File: config.mk
export PLATFORM = sky130hd
export DESIGN_NAME = demux_tdm_driver_flat
export DESIGN_NICKNAME = d
export VERILOG_FILES = /design/src/rtl/demux_tdm_driver_if.sv /design/src/rtl/demux_tdm_driver.sv /design/src/flat_wrapper.sv
export SDC_FILE = /design/constraint.sdc
export NUM_CORES = 1
export LEC_CHECK = 0
export ABC_AREA = 1
export CELL_PAD_IN_SITES_DETAIL_PLACEMENT = 0
export CELL_PAD_IN_SITES_GLOBAL_PLACEMENT = 1
export CORE_MARGIN = 3
export CORE_UTILIZATION = 37
export DETAILED_ROUTE_END_ITERATION = 12
export PLACE_DENSITY = 0.77
export SLEW_MARGIN = 20
export SYNTH_ARGS = -nofsm -noshare
export SYNTH_HDL_FRONTEND = slang
export SYNTH_SLANG_ARGS = --single-unit
File: constraint.sdc
create_clock -name clk -period 1.8 [get_ports clk]
set_input_delay 0.36 -clock clk [delete_from_list [all_inputs] [get_ports clk]]
set_output_delay 0.36 -clock clk [all_outputs]
set_load 0.1 [all_outputs]
File: src/rtl/demux_tdm_driver_if.sv
// demux_tdm_driver_if
//   Frame-in / serial-out bundle for the TDM driver that feeds the 1-to-4 demux.
//   master : frame source (drives in_valid, din, ch_mask; observes the rest)
//   slave  : demux_tdm_driver (accepts frames, drives in_ready, s0, s1, x,
//            frame_active, done)
//   Signals:
//     in_valid      frame offered on din/ch_mask
//     in_ready      driver can accept a frame this cycle
//     din[4W]       channel words {d,c,b,a}, a in the low WIDTH bits
//     ch_mask[4]    per-channel enable, bit0=a .. bit3=d
//     s0, s1        demux select {MSB, LSB} = index of channel on x
//     x             serial data, MSB first
//     frame_active  x carries a valid frame bit this cycle
//     done          one-cycle pulse after the last frame bit
interface demux_tdm_driver_if #(
  parameter int WIDTH = 8
);
  logic               in_valid;
  logic               in_ready;
  logic [4*WIDTH-1:0] din;
  logic [3:0]         ch_mask;
  logic               s0;
  logic               s1;
  logic               x;
  logic               frame_active;
  logic               done;

  modport master (
    output in_valid, din, ch_mask,
    input  in_ready, s0, s1, x, frame_active, done
  );

  modport slave (
    input  in_valid, din, ch_mask,
    output in_ready, s0, s1, x, frame_active, done
  );
endinterface

File: src/rtl/demux_tdm_driver.sv
// demux_tdm_driver
//   Upstream stage of the 1-to-4 demultiplexer. Captures four WIDTH-bit channel
//   words per frame and serialises the enabled ones onto x, MSB first, in the
//   order a, b, c, d. {s0,s1} carries the index of the channel currently on x.
//   Masked channels take no cycles; an all-zero mask just pulses done.
//   Ports:
//     clk   rising-edge clock
//     rst   asynchronous active-high reset (aborts a frame, no done pulse)
//     bus   demux_tdm_driver_if.slave (see interface file for signal list)
//   Optional build macro:
//     PARITY_EN  append one even-parity bit (^word) after each channel's LSB,
//                same select, frame_active high.
//   All outputs are registered; in_ready is high exactly when the FSM is IDLE.
module demux_tdm_driver #(
  parameter int WIDTH = 8
) (
  input  logic                clk,
  input  logic                rst,
  demux_tdm_driver_if.slave   bus
);

  localparam int CW = $clog2(WIDTH + 1);
  localparam logic [CW-1:0]    BIT_TOP = CW'(WIDTH - 1);
  localparam logic [WIDTH-1:0] ONE_W   = WIDTH'(1);
  localparam logic [WIDTH-1:0] MSB_W   = WIDTH'(1) << (WIDTH - 1);

  typedef enum logic {
    IDLE,
    SHIFT
  } state_t;

  state_t             state_q, state_d;
  logic [4*WIDTH-1:0] word_q,  word_d;
  logic [3:0]         mask_q,  mask_d;
  logic [1:0]         ch_q,    ch_d;
  logic [CW-1:0]      bit_q,   bit_d;
  logic               x_q,     x_d;
  logic               fa_q,    fa_d;
  logic               done_q,  done_d;
  logic               rdy_q,   rdy_d;
`ifdef PARITY_EN
  logic               par_q,   par_d;
`endif

  logic               lo_found;
  logic [1:0]         lo_ch;
  logic               nxt_found;
  logic [1:0]         nxt_ch;
  logic [WIDTH-1:0]   cur_word;
  logic [CW-1:0]      bit_dec;

  function automatic logic [WIDTH-1:0] pick(input logic [4*WIDTH-1:0] w,
                                            input logic [1:0]         c);
    logic [WIDTH-1:0] r;
    r = '0;
    case (c)
      2'd0: r = w[WIDTH-1:0];
      2'd1: r = w[2*WIDTH-1:WIDTH];
      2'd2: r = w[3*WIDTH-1:2*WIDTH];
      2'd3: r = w[4*WIDTH-1:3*WIDTH];
      default: r = '0;
    endcase
    return r;
  endfunction

  // Lowest enabled channel of the offered frame.
  always_comb begin
    lo_found = 1'b0;
    lo_ch    = 2'd0;
    for (int unsigned i = 0; i < 4; i++) begin
      if (!lo_found && bus.ch_mask[i]) begin
        lo_found = 1'b1;
        lo_ch    = 2'(i);
      end
    end
  end

  // Next enabled channel above the one currently being shifted.
  always_comb begin
    nxt_found = 1'b0;
    nxt_ch    = 2'd0;
    for (int unsigned i = 0; i < 4; i++) begin
      if (!nxt_found && mask_q[i] && (2'(i) > ch_q)) begin
        nxt_found = 1'b1;
        nxt_ch    = 2'(i);
      end
    end
  end

  assign cur_word = pick(word_q, ch_q);
  assign bit_dec  = bit_q - 1'b1;

  // The output registers are loaded with the bit that will be on x next cycle,
  // so bit_q always names the bit currently visible on x.
  always_comb begin
    state_d = state_q;
    word_d  = word_q;
    mask_d  = mask_q;
    ch_d    = ch_q;
    bit_d   = bit_q;
    x_d     = 1'b0;
    fa_d    = 1'b0;
    done_d  = 1'b0;
    rdy_d   = 1'b0;
`ifdef PARITY_EN
    par_d   = par_q;
`endif

    case (state_q)
      IDLE: begin
        rdy_d = 1'b1;
        if (bus.in_valid && rdy_q) begin
          word_d = bus.din;
          mask_d = bus.ch_mask;
          if (lo_found) begin
            state_d = SHIFT;
            ch_d    = lo_ch;
            bit_d   = BIT_TOP;
            x_d     = |(pick(bus.din, lo_ch) & MSB_W);
            fa_d    = 1'b1;
            rdy_d   = 1'b0;
`ifdef PARITY_EN
            par_d   = 1'b0;
`endif
          end else begin
            done_d = 1'b1;
          end
        end
      end

      SHIFT: begin
        fa_d = 1'b1;
        if (bit_q != '0) begin
          bit_d = bit_dec;
          x_d   = |(cur_word & (ONE_W << bit_dec));
        end
`ifdef PARITY_EN
        else if (!par_q) begin
          par_d = 1'b1;
          x_d   = ^cur_word;
        end
`endif
        else begin
`ifdef PARITY_EN
          par_d = 1'b0;
`endif
          if (nxt_found) begin
            ch_d  = nxt_ch;
            bit_d = BIT_TOP;
            x_d   = |(pick(word_q, nxt_ch) & MSB_W);
          end else begin
            state_d = IDLE;
            fa_d    = 1'b0;
            done_d  = 1'b1;
            rdy_d   = 1'b1;
          end
        end
      end

      default: begin
        state_d = IDLE;
        rdy_d   = 1'b1;
      end
    endcase
  end

  always_ff @(posedge clk or posedge rst) begin
    if (rst) state_q <= IDLE;
    else     state_q <= state_d;
  end

  always_ff @(posedge clk or posedge rst) begin
    if (rst) begin
      word_q <= '0;
      mask_q <= '0;
      ch_q   <= '0;
      bit_q  <= '0;
      x_q    <= 1'b0;
      fa_q   <= 1'b0;
      done_q <= 1'b0;
      rdy_q  <= 1'b1;
`ifdef PARITY_EN
      par_q  <= 1'b0;
`endif
    end else begin
      word_q <= word_d;
      mask_q <= mask_d;
      ch_q   <= ch_d;
      bit_q  <= bit_d;
      x_q    <= x_d;
      fa_q   <= fa_d;
      done_q <= done_d;
      rdy_q  <= rdy_d;
`ifdef PARITY_EN
      par_q  <= par_d;
`endif
    end
  end

  // ch_q is only rewritten on a new channel, so select holds while idle.
  assign bus.s0           = ch_q[1];
  assign bus.s1           = ch_q[0];
  assign bus.x            = x_q;
  assign bus.frame_active = fa_q;
  assign bus.done         = done_q;
  assign bus.in_ready     = rdy_q;

endmodule

File: src/flat_wrapper.sv
// flat-port wrapper written by rule: the top's interface ports become plain ports
module demux_tdm_driver_flat 
#(
  parameter int WIDTH = 8
)
  (clk, rst, bus_in_valid, bus_din, bus_ch_mask, bus_in_ready, bus_s0, bus_s1, bus_x, bus_frame_active, bus_done);
  demux_tdm_driver_if #(.WIDTH(WIDTH)) bus_i ();
  input  logic clk;
  input  logic rst;
  input wire logic [$bits(bus_i.in_valid)-1:0] bus_in_valid;
  input wire logic [$bits(bus_i.din)-1:0] bus_din;
  input wire logic [$bits(bus_i.ch_mask)-1:0] bus_ch_mask;
  output wire logic [$bits(bus_i.in_ready)-1:0] bus_in_ready;
  output wire logic [$bits(bus_i.s0)-1:0] bus_s0;
  output wire logic [$bits(bus_i.s1)-1:0] bus_s1;
  output wire logic [$bits(bus_i.x)-1:0] bus_x;
  output wire logic [$bits(bus_i.frame_active)-1:0] bus_frame_active;
  output wire logic [$bits(bus_i.done)-1:0] bus_done;
  assign bus_i.in_valid = bus_in_valid;
  assign bus_i.din = bus_din;
  assign bus_i.ch_mask = bus_ch_mask;
  assign bus_in_ready = bus_i.in_ready;
  assign bus_s0 = bus_i.s0;
  assign bus_s1 = bus_i.s1;
  assign bus_x = bus_i.x;
  assign bus_frame_active = bus_i.frame_active;
  assign bus_done = bus_i.done;
  demux_tdm_driver #(.WIDTH(WIDTH)) u_core (.clk(clk), .rst(rst), .bus(bus_i));
endmodule
; ---- Word level (Yosys, flattened, before mapping)
; Cells that the tools add are included.
[totals]
output_inout_bits = 6
ff_bits = 46
input_bits = 39
wordCells = 99
[op_classes]
n_shift = 1
eq_ne = 14
addsub = 1
bitwise_logic = 2
n_mux = 44
reduce_logical = 25
n_lt_le_gt_ge = 4
[ops]
columns = op, count
row1 = one-hot mux 8 bit (4 select lines), 3
row2 = two-way mux 1 bit, 23
row3 = two-way mux 2 bit, 8
row4 = two-way mux 4 bit, 4
row5 = equality test 2 bit (second input constant), 6
row6 = logical AND 1 bit, 11
row7 = AND 8 bit, 1
row8 = one-hot mux 1 bit (2 select lines), 4
row9 = one-hot mux 4 bit (2 select lines), 1
row10 = OR reduction 8 bit, 1
row11 = left shift 1 x 4 -> 8 bit (first input constant), 1
row12 = equality test 2 x 1 -> 1 bit (second input constant), 3
row13 = logical NOT 1 bit, 6
row14 = logical NOT 2 bit, 3
row15 = > comparator 1 x 2 -> 1 bit (first input constant), 2
row16 = > comparator 2 bit (first input constant), 2
row17 = inequality test 2 x 1 -> 1 bit (second input constant), 2
row18 = inequality test 2 bit (second input constant), 2
row19 = one-hot mux 2 bit (2 select lines), 1
row20 = AND reduction 4 bit, 1
row21 = nonzero test 4 bit, 1
row22 = subtractor 4 x 1 -> 4 bit (second input constant), 1
row23 = inequality test 3 bit (second input constant), 1
row24 = AND reduction 3 bit, 1
row25 = 2 further kinds, 2

; ---- Depth between registers and ports, before layout
; Gate-level depths: netlist of the first run.
[depth]
word_depth = 20
mapped_depth = 14
mapped_depth_nobuf = 14

; ---- Worst setup path before layout of the first run
; OpenSTA, ideal clock, no wires.
[synth_path]
kind = reg-to-reg
startpoint = reg u_core.ch_q[1]
endpoint = reg u_core.bit_q[1]
slack_ps = -141
arrival_ps = 1821
stages_incl_launch_ff = 9
synth_period_minus_slack_ps = 1941
setup_time_ps = 120
path_buffers = 1
path_cell_list = dfrtp_1 > buf_4 > nand2_2 > nand3_2 > nand4_1 > nand2_2 > nand2_4 > nand2_1 > o21ai_2
[synth_via]
elab_chain_len = 17
elab_cells_between_ends = 20
cone_classes = order compare: 4 / eq/ne: 1 / mux: 4 / reduce/logical: 11
[synth_lines]
columns = item, line_no
row1 = from (decl), demux_tdm_driver.sv:35  ; logic [1:0] ch_q, ch_d;
row2 = from (signal assigned), demux_tdm_driver.sv:188  ; ch_q <= ch_d;
row3 = > comparator 1 x 2 -> 1 bit, demux_tdm_driver.sv:83  ; if (!nxt_found && mask_q[i] && (2'(i) > ch_q)) begin
row4 = logical AND 1 bit, demux_tdm_driver.sv:83
row5 = two-way mux 1 bit, demux_tdm_driver.sv:83
row6 = logical NOT 1 bit, demux_tdm_driver.sv:83
row7 = logical AND 1 bit (2 in a row), demux_tdm_driver.sv:83
row8 = two-way mux 1 bit, demux_tdm_driver.sv:83
row9 = logical NOT 1 bit, demux_tdm_driver.sv:83
row10 = logical AND 1 bit (2 in a row), demux_tdm_driver.sv:83
row11 = two-way mux 1 bit, demux_tdm_driver.sv:83
row12 = logical NOT 1 bit, demux_tdm_driver.sv:83
row13 = logical AND 1 bit (2 in a row), demux_tdm_driver.sv:83
row14 = two-way mux 1 bit *, demux_tdm_driver.sv:83
row15 = inequality test 3 bit (no line) *, -
row16 = AND reduction 3 bit (no line) *, -
row17 = to (signal assigned), demux_tdm_driver.sv:189  ; bit_q <= bit_d;
row18 = to (decl), demux_tdm_driver.sv:36  ; logic [CW-1:0] bit_q, bit_d;
; Mark *: on every way between the ends. The rest lies on a longest branch, timed or not.
; A chain may end at the register's enable or synchronous reset.

; ---- Final worst setup path of the first run
[layout_path]
startpoint = reg u_core.bit_q[1]
endpoint = reg u_core.x_q, in the netlist u_core.bus.x
[layout_via]
elab_chain_len = 6
elab_cells_between_ends = 7
cone_classes = add/sub: 1 / shift: 1 / mux: 2 / bitwise: 1 / reduce/logical: 2
[layout_lines]
columns = item, line_no
row1 = subtractor 4 x 1 -> 4 bit, demux_tdm_driver.sv:91  ; assign bit_dec = bit_q - 1'b1;
row2 = left shift 1 x 4 -> 8 bit, demux_tdm_driver.sv:135  ; x_d = |(cur_word & (ONE_W << bit_dec));
row3 = AND 8 bit, demux_tdm_driver.sv:135
row4 = OR reduction 8 bit, demux_tdm_driver.sv:135
row5 = two-way mux 1 bit *, demux_tdm_driver.sv:133  ; if (bit_q != '0) begin
row6 = one-hot mux 1 bit (2 select lines) *, demux_tdm_driver.sv:109  ; case (state_q)
row7 = via u_core.x_d, demux_tdm_driver.sv:37  ; logic x_q, x_d;
row8 = to (signal assigned), demux_tdm_driver.sv:178  ; x_q <= 1'b0;
row9 = to (signal assigned), demux_tdm_driver.sv:190  ; x_q <= x_d;
row10 = to (decl), demux_tdm_driver.sv:37
; The timed path passes the listed nets; every way through them passes the cells marked *.

==> results of run 1 <==
## where the power goes
part / leakage [nW] / switching (mW) / internal [mW]
clock: 0.0542 / 0.340 / 0.347
combinational: 0.933 / 1.50 / 0.918
sequential: 0.557 / 0.444 / 1.48
## registers in the layout, indices dropped and copies added (netlist names)
signal and cells:
u_core.bit_q 4, u_core.bus.done 1, u_core.bus.in_ready 1, u_core.bus.x 1, u_core.ch_q 2, u_core.mask_q 3
u_core.state_q 1, u_core.word_q 32
## per-layer routing
layer,wire (um),track usage,vias to the layer above
li1,-,-,1104
met1,2898,0.2340,973
met2,2502,0.2441,32
met3,229,0.03517,5
met4,55,0.04249,0
met5,0,0,-
## Yosys cell counts
library cell and count:
nand2_1 163, dfrtp_1 44, nand3_1 18, nor2_1 17
nand4_1 12, inv_1 11, inv_2 10, o21ai_0 7
ha_1 5, o21ai_1 4, buf_1 3, nand2_2 3
buf_2 2, buf_6 2, clkbuf_1 2, nand2_4 2
nor2_2 2, nor2_4 2, a22oi_2 1, a31oi_1 1
and3b_4 1, buf_4 1, clkinv_1 1, dfstp_2 1
nand3_2 1, nor3_1 1, o2111ai_1 1, o21ai_2 1
o21bai_1 1, o22ai_1 1, or2_1 1
## worst max-delay path: cells and delay by family, from the launching register on
kind | cells | cell delay [ns]
buf+inv | 3 | 0.21
flops | 1 | 0.42
fa+ha+maj | 1 | 0.21
simple gates | 10 | 0.66
## cells in the final DEF, fill, tap and decap left out
master           netlist  routed
nor2_1                17      17
o2111ai_1              1       1
nor2_4                 2       2
o22ai_1                1       1
clkinv_1               1       2
nand4_1               12      12
nand2_1              163     162
or2_1                  1       1
clkdlybuf4s50_1        0      38
dfstp_2                1       1
dfrtp_1               44      41
nor3_1                 1       1
clkinv_2               0       1
buf_12                 0       8
nor2_2                 2       2
o21ai_2                1       1
nand3_1               18      18
inv_2                 10      10
a22oi_2                1       1
buf_4                  1       3
and3b_4                1       1
dfrtp_2                0       3
nand2_4                2       2
ha_1                   5       5
o21ai_0                7       7
nand2_2                3       4
o21bai_1               1       1
clkbuf_8               0       7
inv_1                 11      10
nand3_2                1       1
a31oi_1                1       1
o21ai_1                4       4
## stage by stage
step                hold WS (ns)  instance area (um^2)
floorplan                 0.4422                  2391
global placement          0.4559                  2989
detailed placement        0.4592                  2989
CTS                       0.4128                  3090
global route              0.4312                  3093
finish                    0.3983                  3093
## final cells by class
| class | instances | area (um^2) | area share |
|---|---|---|---|
| multi-input combinational | 245 | 1121 | 0.3625 |
| inverter | 22 | 82.58 | 0.02670 |
| clock inverter | 1 | 5.005 | 0.001618 |
| sequential | 45 | 1131 | 0.3657 |
| tap | 75 | 93.84 | 0.03034 |
| clock buffer | 7 | 96.34 | 0.03115 |
| timing repair buffer | 49 | 563.0 | 0.1820 |
## logic make-up after synthesis
logic type,count (synthesis),share of synthesized area
compound gates,17,0.04403
fa+ha+maj,5,0.02621
buf+inv,32,0.05923
flops,45,0.4722
simple gates,223,0.3983
## how the worst min path moves through the flow
| stage | end | cells after the start | startpoint | slack [ns] |
|---|---|---|---|---|
| 6_report | u_core.word_q[20]$_DFFE_PP0P_ | 3 | rst | 0.40 |
| 5_1_grt | u_core.word_q[20]$_DFFE_PP0P_ | 3 | rst | 0.43 |
| 4_1_cts | u_core.word_q[20]$_DFFE_PP0P_ | 3 | rst | 0.41 |
| 3_5_place_dp | u_core.word_q[28]$_DFFE_PP0P_ | 2 | u_core.word_q[28]$_DFFE_PP0P_ | 0.46 |
| 3_3_place_gp | u_core.word_q[17]$_DFFE_PP0P_ | 2 | u_core.word_q[17]$_DFFE_PP0P_ | 0.46 |
| 2_1_floorplan | u_core.word_q[0]$_DFFE_PP0P_ | 2 | u_core.word_q[0]$_DFFE_PP0P_ | 0.44 |
==> results.md, run 1 <==
- The library cell with the largest summed area after synthesis is dfrtp_1.
- The worst register-to-register path begins at u_core.bit_q[1]$_DFFE_PP0P_.
- Buffers inserted to repair hold after CTS numbered 0.
- In this run the remaining antenna-violating nets after routing total 0.
- By instance count, the cell type seen most on the critical path is nand2_1.
- The number of antenna diodes in the final layout is 0.
- Of the cells placed in the final design, the portion with a size suffix greater than 1 is 0.1274.
- The post-CTS setup repair buffer count is 0.
- In this run the static leakage power is 1.544 nW.
- The final non-filler cell total is 444.
- STA puts the critical path data arrival time at ~1.8 ns.
- The worst setup path is captured at a register.
- For this design, the slowest cell found on the critical path is dfrtp_1.
- Buffers placed on the I/O ports in this run total 44.
- The maximum number of pins on one net before global-route repair is 46.
- At the later pin of the worst-skew pair, clock insertion delay measures slightly below 0.3 ns.
- The via count of the first global-routing pass is slightly below 2000.
- Setup repair after global routing left no endpoint under its margin.
- The fraction of synthesized cell area taken by the top area cell type is 0.4612.
- The detailed-route vias per instance is 4.761.
- The routed design could run at a clock period as short as between 1.5 and 2 ns.
- The post-synth net total is around 370.
- Wires add up to roughly 5700 um.
- Counting along the longest clock path gives a buffer depth of 2.
- In this run, the number of DRC markers left after iteration 0 of detailed routing was between 70 and 80.
- The initial utilization of the core area, before any placement, comes to 0.3916.
- OpenSTA, run right after detailed placement, puts the worst setup slack at between 0.009 and 0.01 ns.
- In the post-route analysis, the smallest setup slack over all paths is between 0.2 and 0.25 ns.
- The measured slew at the worst slew-check pin is 0.6218 ns.
- The headroom to the max-slew limit is 0.5849.
- The share of synthesized area occupied by flip-flops and latches is 0.4722.
- In this run the critical register-to-register path is captured at u_core.bus.x$_DFF_PP0_.
- After clock tree synthesis, the clock-pin slew on the worst setup and hold paths is 0.08 ns.
- The number of antenna violations at the first check in global routing is 0.
- The die span in x is between 80 and 90 um.
- The worst setup path endpoint is u_core.bus.x$_DFF_PP0_.
- Dividing the synthesized area by the synthesized cell count gives 7.414 um^2.
- Walking the worst path, the cells encountered are inv_1 -> ha_1 -> inv_1 -> nand2_1 -> nand2_2 -> inv_2 -> nand2_1 -> nor2_1 -> nand2_1 -> nand2_1 -> nor2_1 -> nand2_1 -> nand2_1 -> nand2_1.
- The number of max-slew violations in the final report came to 0.
- Along the worst path, the maximum fanout reaches 6.
- The root buffer cell is clkbuf_8.
- The design draws roughly 5.0 mW.
- STA puts the critical path data required time at just under 2 ns.
- The post-synthesis register bit count is between 40 and 50.
- The worst voltage drop across the vdd grid is 0.9434 mV.
- The number of top-level pins is 45.
- The region available for standard cell placement spans approximately 6100 um^2.
- The run finished with clean final reports.
- In this run the worst hold path is classified as in -> async.
- The total grt overflow is 0.
- TritonCTS built the clock tree.
- The warning count from the yosys run is 0.
- The count of final hold-check violations was 0.
- In this design, the stage delay of the slowest critical-path cell is between 0.4 and 0.5 ns.
- The netlist area before placement is around 2400 um^2.
- The die is around 86 um tall.
- The number of optimization iterations in the first detailed-route pass is 4.
- The total power density per cell area is around 1600 nW/um^2.
- The clock net in this run drives a total of 45 sinks.
- The reg-to-reg setup timing slack is roughly 0.21 ns.
- The setup skew after layout is approximately 0.0045 ns.
- Across the run, the number of max-cap violations was 0.
- The cell count after synthesis came out at roughly 320.
- The nature of the critical path startpoint is a register.
- Relative to the synthesized area, the layout overhead comes to 29.56%.
- The final cell utilization of the core is 0.5074.
- The critical path starts at u_core.bit_q[1]$_DFFE_PP0P_.
- The post-cts sizing count is 0.
- The first global-routing pass estimated ~9400 um of wire.
- The global-route total usage across every layer is 0.1612.
- Sorting the synthesized cells by area gives the leading types as dfrtp_1 (46%), nand2_1 (26%), nand3_1 (3.8%).
- The total number of vias is approximately 2100.
- The total die area is 7452 um^2.
- Setup total negative slack on the finished layout was measured at 0 ns.
- Row generation in the floorplan step produced 28 rows.
- By startpoint and endpoint, the worst setup path is classified as reg -> reg.
- Summed over all nets, the half-perimeter wirelength after detailed placement is between 4000 and 5000 um.
- The global placer's final weighted congestion is 0.7887.
- Setup violations remaining at the end of the flow were counted as 0.
- The number of buffers created by CTS is 5.
- The final routed DRC violation total is 0.
- The number of cells in the design after placement is around 440.
- The number of nets in the layout is about 400.
- For the worst flop-to-flop path, the logic depth is 14.
- Synthesis instantiated 31 different standard cells from the library.
- The number of H-tree branching levels is 2.
- The maximum clock frequency is between 600 and 700 MHz.
- In the finished design, the share of the clock period the worst path needs comes to 0.8832.
- Dividing the detail-routed wire length by the instance count gives ~13 um.
- After filler insertion, the fill cell instance count of the layout stands at roughly 630.
Power figures use the tool's default switching activity.
==> run 2: changes to the inputs <==
- TNS_END_PERCENT: unset -> 5
==> results.md, run 2 (synthesis results as in run 1) <==
- The worst setup path is captured at a register.
- The area of the placeable core is 6096 um^2.
- The register with the most flip-flops in the layout has 32 of them.
- The total half-perimeter wirelength after legalization and detailed placement is ~4200 um.
- Routability-driven placement finished with a final weighted congestion of about 0.75.
- The minimum period implied by the final worst setup slack is about 1.6 ns.
- The global-route total usage across every layer is 0.1538.
- At the worst endpoint, the required time is a little under 2 ns.
- The signal on the critical path passes through inv_1 -> ha_1 -> inv_1 -> nand2_1 -> nand2_2 -> inv_2 -> nand2_1 -> nor2_1 -> nand2_1 -> nand2_1 -> nor2_1 -> nand2_1 -> nand2_1 -> nand2_1.
- Clock skew on the completed layout was measured at ~0.0070 ns.
- The number of antenna violations at the first check in global routing is 0.
- The most common cell type on the critical path is nand2_1.
- In this run the static leakage power is around 1.6 nW.
- The die span in x is approximately 86 um.
- Setup repair after global routing left no endpoint under its margin.
- The final routed DRC violation total is 0.
- The number of H-tree branching levels is 2.
- The largest registers in the layout are u_core.word_q: 32 flops, u_core.bit_q: 4 flops, u_core.mask_q: 3 flops.
- The number of optimization iterations in the first detailed-route pass is 4.
- Among all stages on the critical path, the largest delay is contributed by dfrtp_1.
- Buffers placed on the I/O ports in this run total 44.
- Together, buffers and inverters on the worst path number 3.
- The cell family contributing the most delay on the critical path is simple AND/OR/NAND/NOR gates.
- Timing would allow up to ~620 MHz.
- Clock tree synthesis inserted a total of 5 buffers.
- Measured on the finished design, the core utilization comes to 0.5113.
- The die covers between 7000 and 8000 um^2.
- For this block, the initial DRC count from the detailed router was 126.
- The part of the cycle the worst path needs is 0.8974.
- Relative to the synthesized area, the layout overhead comes to 30.56%.
- The first-pass GRT wire length is 9101 um.
- The overall die height is around 86 um.
- In the layout the commonest cells are nand2_1 (162), dfrtp_1 (42), clkdlybuf4s50_1 (38).
- Of the cells placed in the final design, the portion with a size suffix greater than 1 is 0.1290.
- Entering global routing, the biggest net connects between 40 and 50 pins.
- The number of max-slew violations in the final report is 0.
- After filler insertion, the fill cell instance count of the layout stands at approximately 630.
- The final non-filler cell total is around 450.
- Leaving out fill and tap cells, the most frequent cell in the layout is nand2_1.
- Across all layers, the routed design uses between 2000 and 2500 vias.
- For this design, the sink count on the clock tree is 45.
- Summed over all layers, the routed wires come to roughly 5600 um.
- The register with the most flip-flops in the final layout is u_core.word_q.
- In this run the worst path has a maximum fanout of 6.
- The starting density of the core is 0.3916.
- The post-CTS setup repair buffer count is 0.
- The clock tree buffer depth is 2.
- The total grt overflow is 0.
- The later pin in the worst-skew pair is clocked with a latency of ~0.3 ns.
- In this run the worst hold path is classified as in -> async.
- The max-cap check violation count is 0.
- In the routed layout, each cell is associated on average with a via count of ~4.6.
- The site row count is 28.
- The stage delay of the slowest cell on the critical path is roughly 0.42 ns.
- The type of the worst setup path is reg -> reg.
- The headroom to the max-slew limit is 0.5903.
- In the final routed layout, each cell accounts on average for about 12 um.
- The number of nets still failing antenna checks after routing is 0.
- For the pin with the worst max-slew slack, the measured transition is 0.6136 ns.
- The endpoint arrival time on the critical path is between 1.5 and 2 ns.
- STA classifies the critical path startpoint as a register.
- The number of cells in the design after placement is roughly 440.
- The via count of the first global-routing pass was roughly 1900.
- Setup violations remaining at the end of the flow were counted as 0.
- The clock input transition at the sequential cells of the worst setup and hold paths is about 0.090 ns.
- The count of final hold-check violations was 0.
- The number of nets in the layout is a little over 400.
- The repair_antennas step left the layout with diodes totalling 0.
- The number of top-level pins is between 40 and 50.
- IR analysis of the VDD net gives a maximum drop of around 0.94 mV.
- TritonCTS built the clock tree.
- The run finished with clean final reports.
- In this run the clock root is driven by a clkbuf_8.
- The total power density per cell area is ~1700 nW/um^2.
[run 2: cell count changes in the layout (fill, tap and decap cells not counted)]
cell and change:
buf_4 +4, clkbuf_1 +1, buf_12 -1, bufinv_16 +1
clkbuf_8 -1, clkinv_2 -1, dfrtp_1 +1, dfrtp_2 -1
[run 2: metal layers]
| layer | global-route usage | wire length, um | vias to the layer above | part of all wire |
|---|---|---|---|---|
| li1 | - | - | 1109 | - |
| met1 | 0.2396 | 3002 | 915 | 0.54 |
| met2 | 0.2204 | 2329 | 37 | 0.42 |
| met3 | 0.02662 | 176 | 7 | 0.032 |
| met4 | 0.03824 | 71 | 0 | 0.013 |
| met5 | 0 | 0 | - | 0 |
[run 2: final timing paths]
kind | startpoint | endpoint | slack (ns) | depth (start not counted)
worst max-delay path | u_core.bit_q[1]$_DFFE_PP0P_ | u_core.bus.x$_DFF_PP0_ | 0.18 | 14
worst min-delay path | rst | u_core.word_q[18]$_DFFE_PP0P_ | 0.40 | 3
worst max register to register | u_core.bit_q[1]$_DFFE_PP0P_ | u_core.bus.x$_DFF_PP0_ | 0.18 | 14
worst min register to register | u_core.word_q[2]$_DFFE_PP0P_ | u_core.word_q[2]$_DFFE_PP0P_ | 0.48 | 2
max in group asynchronous | rst | u_core.bus.in_ready$_DFF_PP1_ | 1.12 | 3
min in group clk | u_core.word_q[2]$_DFFE_PP0P_ | u_core.word_q[2]$_DFFE_PP0P_ | 0.48 | 2
[run 2: timing repair]
action,CTS,global route
hold buffers,0,0
resized for setup,0,1
endpoints found under the hold margin,0,0
endpoints found under the setup margin,0,1
[run 2: worst min-delay path, delay by kind of cell]
family | cells | cell delay [ns]
buf+inv | 3 | 0.71
[run 2: layout make-up]
| cell class | instances | area (um^2) | area share |
|---|---|---|---|
| clock buffer | 7 | 86.33 | 0.02770 |
| clock inverter | 1 | 30.03 | 0.009635 |
| inverter | 22 | 82.58 | 0.02650 |
| multi-input combinational | 245 | 1121 | 0.3597 |
| sequential | 45 | 1130 | 0.3625 |
| tap | 75 | 93.84 | 0.03011 |
| timing repair buffer | 52 | 573.1 | 0.1839 |
[run 2: through the flow]
stage	setup WS, ns	power (mW)	setup TNS [ns]	area, um^2	hold WS (ns)
final	0.1847	5.155	0	3117	0.4022
after global routing	0.008903	5.564	0	3117	0.4418
after CTS	0.09278	5.203	0	3114	0.4180
after detailed placement	-0.004520	4.400	-0.007650	2998	0.4593
after global placement	0.002480	4.368	0	2998	0.4570
after floorplan	-0.06477	3.594	-0.1287	2390	0.4422
[run 2: report_power, final]
group	leakage, nW	switching [mW]	total [mW]	internal, mW
clock	0.0585	0.338	0.791	0.453
sequential	0.558	0.399	1.88	1.48
combinational	0.945	1.54	2.49	0.944
total	1.56	2.28	5.15	2.87
